<file path="src/rtl/seg_chaser_ring.sv">
// seg_chaser_ring: multi-segment snake chasing round the frame of two 7-seg banks.
// Optional bounce input/behaviour is enabled by defining SEG_CHASER_BOUNCE_EN.
module seg_chaser_ring #(
    parameter int DIGITS_PER_BANK = 4,
    parameter int TAIL_LEN        = 3,
    parameter int STEP_DIV        = 25000000,
    parameter int SCAN_DIV        = 100000
) (
    input  logic                       clk_trl,
    input  logic                       rst,
    input  logic                       sw,
    input  logic                       pause,
`ifdef SEG_CHASER_BOUNCE_EN
    input  logic                       bounce,
`endif
    output logic [7:0]                 a_to_g_left,
    output logic [7:0]                 a_to_g_right,
    output logic [DIGITS_PER_BANK-1:0] leftseg,
    output logic [DIGITS_PER_BANK-1:0] rightseg,
    output logic                       lap_done
);

    localparam int N        = 2 * DIGITS_PER_BANK;
    localparam int RING_LEN = 2 * N + 4;
    localparam int HW       = $clog2(RING_LEN);
    localparam int DW       = $clog2(N);
    localparam int STW      = $clog2(STEP_DIV + 1);
    localparam int SCW      = $clog2(SCAN_DIV + 1);

    localparam logic [HW-1:0]  HEAD_LAST = HW'(RING_LEN - 1);
    localparam logic [STW-1:0] STEP_LAST = STW'(STEP_DIV - 1);
    localparam logic [SCW-1:0] SCAN_LAST = SCW'(SCAN_DIV - 1);
    localparam logic [DW-1:0]  DIG_LAST  = DW'(N - 1);

    logic [HW-1:0]  head;
    logic [STW-1:0] step_cnt;
    logic [SCW-1:0] scan_cnt;
    logic [DW-1:0]  scan_dig;
    logic           dir;

    logic [7:0]                 seg_next;
    logic [7:0]                 left_bus_next;
    logic [7:0]                 right_bus_next;
    logic [DIGITS_PER_BANK-1:0] left_sel_next;
    logic [DIGITS_PER_BANK-1:0] right_sel_next;

`ifdef SEG_CHASER_BOUNCE_EN
    logic flag;

    // Bounce flag flips on each lap while bounce is held, else stays clear
    always_ff @(posedge clk_trl) begin
        if (rst || !bounce) begin
            flag <= 1'b0;
        end else if (lap_done) begin
            flag <= ~flag;
        end
    end

    assign dir = sw ^ flag;
`else
    assign dir = sw;
`endif

    // Digit that ring position p lands on (frame walked clockwise from top-left)
    function automatic int digit_of(input int p);
        if (p < N) begin
            return p;
        end else if (p <= N + 1) begin
            return N - 1;
        end else if (p <= 2 * N + 1) begin
            return 2 * N + 1 - p;
        end else begin
            return 0;
        end
    endfunction

    // Segment bit that ring position p lights (a=7 ... f=2)
    function automatic logic [7:0] seg_of(input int p);
        if (p < N) begin
            return 8'b1000_0000;
        end else if (p == N) begin
            return 8'b0100_0000;
        end else if (p == N + 1) begin
            return 8'b0010_0000;
        end else if (p <= 2 * N + 1) begin
            return 8'b0001_0000;
        end else if (p == 2 * N + 2) begin
            return 8'b0000_1000;
        end else begin
            return 8'b0000_0100;
        end
    endfunction

    // Head stepping with prescaler and wrap-detect lap pulse
    always_ff @(posedge clk_trl) begin
        if (rst) begin
            head     <= '0;
            step_cnt <= '0;
            lap_done <= 1'b0;
        end else begin
            lap_done <= 1'b0;
            if (!pause) begin
                if (step_cnt == STEP_LAST) begin
                    step_cnt <= '0;
                    if (!dir) begin
                        head     <= (head == HEAD_LAST) ? '0 : head + HW'(1);
                        lap_done <= (head == HEAD_LAST);
                    end else begin
                        head     <= (head == '0) ? HEAD_LAST : head - HW'(1);
                        lap_done <= (head == '0);
                    end
                end else begin
                    step_cnt <= step_cnt + STW'(1);
                end
            end
        end
    end

    // Free-running digit scan, never paused
    always_ff @(posedge clk_trl) begin
        if (rst) begin
            scan_cnt <= '0;
            scan_dig <= '0;
        end else if (scan_cnt == SCAN_LAST) begin
            scan_cnt <= '0;
            scan_dig <= (scan_dig == DIG_LAST) ? '0 : scan_dig + DW'(1);
        end else begin
            scan_cnt <= scan_cnt + SCW'(1);
        end
    end

    // Segments of the scanned digit: a position is lit when it trails the head by < TAIL_LEN
    always_comb begin
        int d;
        d        = 0;
        seg_next = '0;
        for (int p = 0; p < RING_LEN; p++) begin
            d = dir ? p - int'(head) : int'(head) - p;
            if (d < 0) begin
                d = d + RING_LEN;
            end
            if (d < TAIL_LEN && digit_of(p) == int'(scan_dig)) begin
                seg_next = seg_next | seg_of(p);
            end
        end
    end

    // Route the scanned digit to its bank; the idle bank stays dark
    always_comb begin
        left_bus_next  = '0;
        right_bus_next = '0;
        left_sel_next  = '0;
        right_sel_next = '0;
        if (int'(scan_dig) < DIGITS_PER_BANK) begin
            left_bus_next = seg_next;
        end else begin
            right_bus_next = seg_next;
        end
        for (int i = 0; i < DIGITS_PER_BANK; i++) begin
            if (int'(scan_dig) == DIGITS_PER_BANK - 1 - i) begin
                left_sel_next[i] = 1'b1;
            end
            if (int'(scan_dig) == N - 1 - i) begin
                right_sel_next[i] = 1'b1;
            end
        end
    end

    // Registered display outputs
    always_ff @(posedge clk_trl) begin
        if (rst) begin
            a_to_g_left  <= '0;
            a_to_g_right <= '0;
            leftseg      <= '0;
            rightseg     <= '0;
        end else begin
            a_to_g_left  <= left_bus_next;
            a_to_g_right <= right_bus_next;
            leftseg      <= left_sel_next;
            rightseg     <= right_sel_next;
        end
    end

endmodule

</file>
<file path="config.mk">
export PLATFORM = sky130hd
export DESIGN_NAME = seg_chaser_ring
export DESIGN_NICKNAME = d
export VERILOG_FILES = /design/src/rtl/seg_chaser_ring.sv
export SDC_FILE = /design/constraint.sdc
export NUM_CORES = 1
export LEC_CHECK = 0
export CAP_MARGIN = 20
export CORE_MARGIN = 10
export CORE_UTILIZATION = 50
export CTS_BUF_LIST = sky130_fd_sc_hd__clkbuf_16
export DETAILED_ROUTE_END_ITERATION = 8
export PLACE_DENSITY = 0.71
export SLEW_MARGIN = 10
export SYNTH_ARGS = -nofsm -noshare
export SYNTH_HDL_FRONTEND = slang
export SYNTH_SLANG_ARGS = --single-unit
</file>
<file path="constraint.sdc">
create_clock -name clk_trl -period 3.3 [get_ports clk_trl]
set_clock_uncertainty 0.2 [all_clocks]
set_input_delay 0.495 -clock clk_trl [delete_from_list [all_inputs] [get_ports clk_trl]]
set_output_delay 0.495 -clock clk_trl [all_outputs]
set_load 0.01 [all_outputs]
</file>
* Yosys cells after proc, flatten, opt, wreduce, memory -nomap -nowiden
Cells that the tools add are included.
** Cells by class
- Add/sub/neg operators :: 64
- $lt $le $gt $ge :: 41
- Equality and inequality tests :: 18
- Mux-type cells :: 93
- Bitwise gates (word level) :: 22
- Reductions and logical operators :: 28
** Operators by type and width (number)
- two-way mux 32 bit :: 40
- adder 32 x 6 -> 32 bit (second input constant) :: 20
- < comparator 32 x 1 -> 1 bit (second input constant) :: 20
- < comparator 32 x 3 -> 1 bit (second input constant) :: 20
- two-way mux 8 bit :: 39
- bitwise OR 8 bit :: 19
- subtractor 4 x 5 -> 6 bit (first input constant) :: 8
- subtractor 5 x 4 -> 6 bit (second input constant) :: 8
- logical NOT 32 bit :: 1
- adder 25 x 1 -> 25 bit (second input constant) :: 1
- equality test 25 bit (second input constant) :: 1
- two-way mux 25 bit :: 1
- subtractor 3 x 5 -> 6 bit (first input constant) :: 4
- subtractor 5 x 3 -> 6 bit (second input constant) :: 4
- subtractor 5 x 5 -> 6 bit (first input constant) :: 4
- subtractor 5 x 5 -> 6 bit (second input constant) :: 4
- logical AND 1 bit :: 20
- adder 17 x 1 -> 17 bit (second input constant) :: 1
- equality test 17 bit (second input constant) :: 1
- equality test 3 bit (second input constant) :: 5
- two-way mux 5 bit :: 3
- equality test 3 bit (first input constant) :: 4
- subtractor 1 x 5 -> 6 bit (first input constant) :: 2
- subtractor 2 x 5 -> 6 bit (first input constant) :: 2
- 19 further kinds :: 34
** Storage, ports and cells
- Flip-flop bits (word level) :: 75
- Input port bits :: 4
- Output and inout bits :: 25
- Logic and storage cells :: 275

* Logic depth before layout (Yosys ltp)
Gate-level depths: netlist (run 1).
- Depth after elaboration :: 45
- Mapped depth :: 16
- Gate-level depth less buffers :: 14

* Least setup slack after synthesis (run 1)
Ideal clock, no wire load.
- Path type :: register to register
- Start :: reg head[1]
- End :: reg a_to_g_left[4]
- Setup time :: 0.129 ns
- Arrival :: 3.263 ns
- Data required time :: 2.971 ns
- Path slack :: -0.291 ns
- Stages on the path, launching flop included :: 17
- Clock period less this slack :: 3.591 ns
- Cell sequence :: dfxtp_1 clkbuf_1 inv_1 ha_1 clkbuf_1 nor2b_1 o21ai_0 and2_1 inv_1 ha_1 xor2_1 nor3b_1 nor2_1 nor4_1 or4_1 nor4_2 a21oi_1
** Between the ends
- Cells in the longest elaborated chain, start to end :: 43
- Elaborated cells on any way between the ends :: 189
** Ends and longest elaborated chain
- start, declared :: RTL line 35 : logic [HW-1:0] head;
- start signal, assigned :: RTL line 106 : head <= (head == HEAD_LAST) ? '0 : head + HW'(1);
- start signal, assigned :: RTL line 109 : head <= (head == '0) ? HEAD_LAST : head - HW'(1);
- subtractor 5 x 1 -> 6 bit or subtractor 1 x 5 -> 6 bit (tied branches) :: RTL line 138 : d = dir ? p - int'(head) : int'(head) - p;
- two-way mux 32 bit :: RTL line 138
- adder 32 x 6 -> 32 bit or < comparator 32 x 1 -> 1 bit (tied branches) :: RTL line 140, 139
- two-way mux 32 bit :: RTL line 139 : if (d < 0) begin
- < comparator 32 x 3 -> 1 bit :: RTL line 142 : if (d < TAIL_LEN && digit_of(p) == int'(scan_dig)) begin
- logical AND 1 bit :: RTL line 142
- two-way mux 8 bit :: RTL line 142
- bitwise OR 8 bit :: RTL line 143 : seg_next = seg_next | seg_of(p);
- [27 not listed]
- bitwise OR 8 bit :: RTL line 143
- two-way mux 8 bit :: RTL line 142
- bitwise OR 8 bit :: RTL line 143
- two-way mux 8 bit :: RTL line 142
- bitwise OR 8 bit :: RTL line 143
- two-way mux 8 bit :: RTL line 142
- bitwise OR 8 bit :: RTL line 143
- two-way mux 8 bit (*) :: RTL line 142
- end signal, assigned :: RTL line 177 : a_to_g_left <= left_bus_next;
- end, declared :: RTL line 16 : output logic [7:0] a_to_g_left,
Mark *: on every way between the ends. The rest lies on a longest branch, timed or not.
A chain may end at the register's enable or synchronous reset.

* Worst setup path in the final report (run 1)
- Start :: reg head[2]
- End :: reg a_to_g_left[4]
Same word-level chain as after synthesis.

==> results of run 1 <==
critical path, stage by stage, from the launching register on:
cell	delay [ns]
dfxtp_4	0.37
buf_6	0.13
ha_2	0.17
nor2b_2	0.16
or4_4	0.52
o221ai_4	0.11
ha_4	0.17
nor2_1	0.04
or4b_1	0.17
o311ai_2	0.08
or4_4	0.58
nor4_4	0.30
a21oi_1	0.10
power groups by stage:
stage                     sequential (mW)  clock (mW)  combinational (mW)
after floorplan                     0.894           0               0.169
after global placement              0.892           0               0.242
after detailed placement            0.892           0               0.249
after CTS                           0.874        1.05               0.252
after global routing                0.874        1.08               0.287
final                               0.873        1.03               0.263
what timing repair did:
action	4_1_cts	5_1_grt
setup buffers	0	5
resized for setup	1	36
endpoints found under the setup margin	2	4
pin swaps	0	11
Yosys cell counts (all sizes together), types with 21 or more instances:
| cell | instances | share of area, % |
|---|---|---|
| a21oi | 47 | 4.1 |
| dfxtp | 71 | 24 |
| ha | 44 | 9.4 |
| inv | 38 | 2.5 |
| nand2 | 62 | 4.0 |
| nand2b | 25 | 2.7 |
| nand3 | 25 | 2.1 |
| nor2 | 80 | 5.1 |
| nor2b | 24 | 2.6 |
| o21ai | 28 | 2.4 |
| xnor2 | 40 | 6.2 |
| xor2 | 21 | 3.1 |
cells in the final DEF (no fill, tap or decap), types with 20 or more instances in the layout:
cell / instances
nand3_1: 25
xor2_1: 20
clkdlybuf4s50_1: 23
xnor2_1: 36
o21ai_0: 25
a21oi_1: 46
buf_4: 60
nor2_1: 80
nand2_1: 62
nor2b_1: 21
inv_1: 29
ha_1: 36
nand2b_1: 24
dfxtp_1: 68
worst max-delay path by stage:
stage                     slack, ns         endpoint  startpoint  cells after the start
after floorplan                0.03   a_to_g_left[4]     head[2]                     13
after global placement         0.06   a_to_g_left[4]          sw                     10
after detailed placement      -0.02  a_to_g_right[7]     head[2]                     11
after CTS                    0.0003   a_to_g_left[4]     head[1]                     15
after global routing         -0.008   a_to_g_left[4]     head[2]                     15
final                          0.08   a_to_g_left[4]     head[2]                     12
cell families after synthesis:
group                    count (synthesis)
flip-flops                              71
buffers and inverters                   77
multiplexers                            10
AO/OA/AOI/OAI                          158
AND/OR/NAND/NOR                        329
XOR/XNOR                                64
other                                    1
adder cells (fa/ha/maj)                 44
sequential cells by signal (all words and copies together), names as in the netlist, 3 cells and up:
name / cells
a_to_g_right: 6
a_to_g_left: 6
leftseg: 4
step_cnt: 25
head: 5
scan_cnt: 17
rightseg: 4
scan_dig: 3
layer usage:
layer | GRT usage [%] | up-vias
li1 | - | 2815
met1 | 24.3 | 2690
met2 | 35.7 | 219
met3 | 4.14 | 50
met4 | 9.47 | 0
met5 | 0 | -
layout make-up:
type / instances / area share, %
multi-input cells: 611 / 60.3
flip-flops and latches: 71 / 20.0
repair buffers: 88 / 10.6
clock buffers: 9 / 3.14
well taps: 143 / 2.50
inverters: 38 / 2.20
clock inverters: 7 / 1.33
==> results.json, run 1 <==
{
  "worstPathArrival_ns": 3.23,
  "ant_nets": 0,
  "drc_errors": 0,
  "synthXorXnorAreaFrac_pct": 10.5,
  "clkTransAtPathRegs_ns": 0.06,
  "row_count": 39,
  "power_mw": 2.16,
  "multi_input_area_um2": 4320,
  "cts.path.max_buffers": 2,
  "slew_headroom_pct": 59.8,
  "rrSetupSlack_ns": 0.08,
  "wl_met1_um": 7240,
  "design_area_um2": 7170,
  "final_hold_viol_count": 0,
  "period_needed_ns": 3.22,
  "ys_seq_elements": 71,
  "area_growth_syn_to_layout_pct": 22.4,
  "p_leak_nw": 2.83,
  "power_switching_mw": 0.522,
  "highest_layer": "met4",
  "clock.fmax_mhz": 311,
  "ys_seq_area_share_pct": 24.3,
  "dp_cells": 946,
  "vias": 5774,
  "synth-adder-area-share_pct": 9.40,
  "whs_ns": 0.287,
  "yosys_warnings": 0,
  "reg2reg_to": "a_to_g_left[4]",
  "final_cells": 967,
  "crit_path_end_kind": "flip-flop",
  "place_area_um2": 6630,
  "worst_pin_slew_ns": 0.595,
  "synth_edf_count": 0,
  "vdd_drop_max_uv": 286,
  "worstPathMaxFanout": 4,
  "layout_setup_ws_ns": 0.0825,
  "slew_violations": 0,
  "synth.distinct_cells": 81,
  "antenna_found_initial": 0,
  "finalSetupTns_ns": 0,
  "worstHoldStart": "step_cnt[20]",
  "path_class": "reg -> reg",
  "initial_core_util_pct": 51.3,
  "clk_latency_ns": 0.34,
  "whs_endpoint": "step_cnt[20]",
  "wl_met3_um": 1070,
  "drive_gt1_share_pct": 16.3,
  "required_ns": 3.31,
  "maxCapViolations": 0,
  "internal_power_mw": 1.64,
  "fillers": 1020,
  "synth_area_um2": 5850,
  "drt_iter0_markers": 495,
  "synth_top_family_by_area": "simple AND/OR/NAND/NOR gates",
  "dieWidth_um": 128,
  "cts_buffers": 9,
  "core-area_um2": 11400,
  "synth_compound_area_share_pct": 18.3,
  "synth_mux_area_share_pct": 1.77,
  "die_y_um": 128,
  "wl_per_cell_um": 18.0,
  "htreeDepth": 3,
  "status": "complete, no violations",
  "final_nets": 867,
  "totalWireLength_um": 17400,
  "post-route-period-util_pct": 97.5,
  "place_congestion": 1.05,
  "ys.flop_type": "dfxtp_1",
  "final-setup-viol-count": 0,
  "p_seq_share_pct": 40.4,
  "final_core_util_pct": 62.8,
  "io_buffer_count": 24,
  "dp.final_hpwl_um": 13600,
  "via_per_inst": 5.97,
  "p_per_area_nw_per_um2": 302,
  "holdPathStages": 2,
  "io-pin-count": 29,
  "yosys.area_share.simple_pct": 29.8,
  "dp_slack_ns": -0.0173,
  "seqCellArea_um2": 1430,
  "r2r_cells": 12,
  "clock-sinks": 71,
  "cts_tree": "yes",
  "grt_pass1_wl_um": 27900,
  "pwr-share-comb_pct": 12.2,
  "avgSynthCellArea_um2": 7.76,
  "grtUsageTotal_pct": 20.8,
  "synthCells": 754,
  "grt_pass1_vias": 5603,
  "rr_startpoint": "head[2]",
  "grt_max_degree": 46,
  "cp-start-kind": "flip-flop",
  "cts-root-buf": "clkbuf_16",
  "p_sw_share_pct": 24.1,
  "dr.pass1.iters": 5,
  "wl_met2_um": 8330,
  "p_clk_share_pct": 47.5,
  "holdBufCountCts": 0,
  "async_reset_ff_share_pct": 0,
  "diodes": 0,
  "gr-total-overflow": 0,
  "worstHoldPathType": "reg -> reg",
  "dieArea_um2": 16400
}
No activity file was read; power rests on OpenSTA's default activity.
==> run 2, diff against run 1 <==
Settings changed: CELL_PAD_IN_SITES_DETAIL_PLACEMENT from default to 1, CELL_PAD_IN_SITES_GLOBAL_PLACEMENT from default to 1, CORE_UTILIZATION 50 to 42, PLACE_DENSITY 0.71 to default, PLACE_DENSITY_LB_ADDON from default to 0.1, TNS_END_PERCENT from default to 10.
==> run 2 against run 1 <==
  * Cell area increased by 0.12%
  * First-iteration DRC count shrank 2.2%
  * Count of clock-buffer cells in the layout unchanged
  * Sequential power is essentially flat
  * Sequential cell count unchanged
  * Critical path type unchanged
  * Largest cell class unchanged
  * Highest routed layer unchanged
==> results.json, run 2 (synthesized netlist as in run 1, its figures left out) <==
{
  "worstHoldPathType": "reg -> reg",
  "io-pin-count": 29,
  "drc_errors": 0,
  "layout_setup_ws_ns": 0.0502,
  "row_count": 43,
  "maxCapViolations": 0,
  "cts.path.max_buffers": 2,
  "worstPathArrival_ns": 3.27,
  "design_area_um2": 7180,
  "gr-total-overflow": 0,
  "grt_max_degree": 63,
  "clock-sinks": 71,
  "core-area_um2": 13800,
  "dp_cells": 983,
  "status": "complete, no violations",
  "slew_headroom_pct": 50.6,
  "dp_slack_ns": -0.204,
  "via_per_inst": 5.94,
  "layout_common_cells": "79 x nor2_1, 68 x dfxtp_1, 62 x nand2_1, 62 x buf_4, 45 x a21oi_1",
  "cts_buffers": 9,
  "crit_path_end_kind": "flip-flop",
  "largest_register_ffs": 25,
  "place_congestion": 0.974,
  "final-setup-viol-count": 0,
  "initial_core_util_pct": 42.5,
  "final_cells": 1004,
  "drive_gt1_share_pct": 17.2,
  "diodes": 0,
  "regMostFlops": "step_cnt",
  "clk_latency_ns": 0.35,
  "grtUsageTotal_pct": 20.9,
  "area_growth_syn_to_layout_pct": 22.6,
  "final_hold_viol_count": 0,
  "antenna_found_initial": 0,
  "io_buffer_count": 24,
  "whs_ns": 0.260,
  "slew_violations": 0,
  "worst_pin_slew_ns": 0.738,
  "ant_nets": 0,
  "cp-start-kind": "flip-flop",
  "grt_pass1_vias": 6153,
  "finalSetupTns_ns": 0,
  "clkTransAtPathRegs_ns": 0.06,
  "fillers": 1695,
  "final_nets": 867,
  "cts_tree": "yes",
  "layout_commonest_cell": "nor2_1",
  "clock.fmax_mhz": 308,
  "grt_pass1_wl_um": 32900,
  "p_leak_nw": 2.78,
  "dieArea_um2": 19100,
  "reg_top3": "step_cnt (25), scan_cnt (17)",
  "dr.pass1.iters": 5,
  "post-route-period-util_pct": 98.5,
  "drt_iter0_markers": 484,
  "period_needed_ns": 3.25,
  "p_per_area_nw_per_um2": 285,
  "die_y_um": 138,
  "path_class": "reg -> reg",
  "wl_per_cell_um": 20.5,
  "dieWidth_um": 138,
  "vdd_drop_max_uv": 285,
  "place_area_um2": 6660,
  "cts-root-buf": "clkbuf_16",
  "htreeDepth": 3,
  "totalWireLength_um": 20600,
  "worstPathMaxFanout": 11,
  "dp.final_hpwl_um": 15800,
  "rsz0062_at_grt": "yes",
  "vias": 5961,
  "required_ns": 3.32
}
-- run 2: what timing repair did --
action	4_1_cts	5_1_grt
gates resized for setup	9	34
hold buffers	0	0
setup buffers	0	5
cloned	0	0
endpoints found under the hold margin	0	0
setup endpoints to repair	4	4
pin swaps	0	11
-- run 2: path summary, 6_finish.rpt --
check | slack [ns] | start | cells after the start | to
setup / recovery | 0.05 | head[2] | 15 | a_to_g_left[4]
hold / removal | 0.26 | scan_cnt[0] | 1 | scan_cnt[0]
setup reg to reg | 0.05 | head[2] | 15 | a_to_g_left[4]
hold reg to reg | 0.26 | scan_cnt[0] | 1 | scan_cnt[0]
-- run 2: metrics by stage --
| stage | utilization [%] | total power, mW |
|---|---|---|
| 3_5_place_dp | 48.3 | 1.15 |
| 3_3_place_gp | 48.3 | 1.13 |
| 5_1_grt | 52.1 | 2.14 |
| 4_1_cts | 50.7 | 2.07 |
| 6_report | 52.1 | 2.05 |
| 2_1_floorplan | - | 1.06 |
-- run 2: cell type report --
| class | count | area (um2) | area share (%) |
|---|---|---|---|
| multi-input combinational | 611 | 4350 | 60.7 |
| timing repair buffer | 88 | 741 | 10.3 |
| tap | 180 | 225 | 3.14 |
| clock inverter | 7 | 47.5 | 0.662 |
| inverter | 38 | 158 | 2.20 |
| sequential | 71 | 1430 | 19.9 |
| clock buffer | 9 | 225 | 3.14 |
-- run 2: critical path, cell delays in order (launching register included) --
cell and delay [ns]:
dfxtp_4 0.42, inv_8 0.06, ha_4 0.16, buf_4 0.17
nor2b_2 0.17, o21ai_2 0.18, and2_4 0.19, inv_1 0.08
ha_4 0.18, xor2_2 0.15, nor3b_1 0.07, nor2_1 0.11
nor4_1 0.06, or4_4 0.53, nor4_4 0.31, a21oi_1 0.10
-- run 2: report_power, final --
| group | switching [mW] | internal [mW] | total (mW) | leakage (nW) |
|---|---|---|---|---|
| Combinational | 0.157 | 0.109 | 0.266 | 2.07 |
| Clock | 0.400 | 0.509 | 0.909 | 0.132 |
| Sequential | 0.00684 | 0.867 | 0.874 | 0.577 |
| Total | 0.564 | 1.49 | 2.05 | 2.78 |
-- run 2: per-layer routing --
layer,global-route usage [%],up-vias,wire [um]
met5,0,-,0
met4,11.3,0,1040
met3,4.25,62,831
met2,35.2,139,10100
met1,24.2,2957,8580
li1,-,2803,-
==> run 3, diff against run 2 <==
Settings changed: ABC_CLOCK_PERIOD_IN_PS from default to 3300.
==> results of run 3 <==
Same layout as run 2: the final DEF is identical, and so are final timing and power.
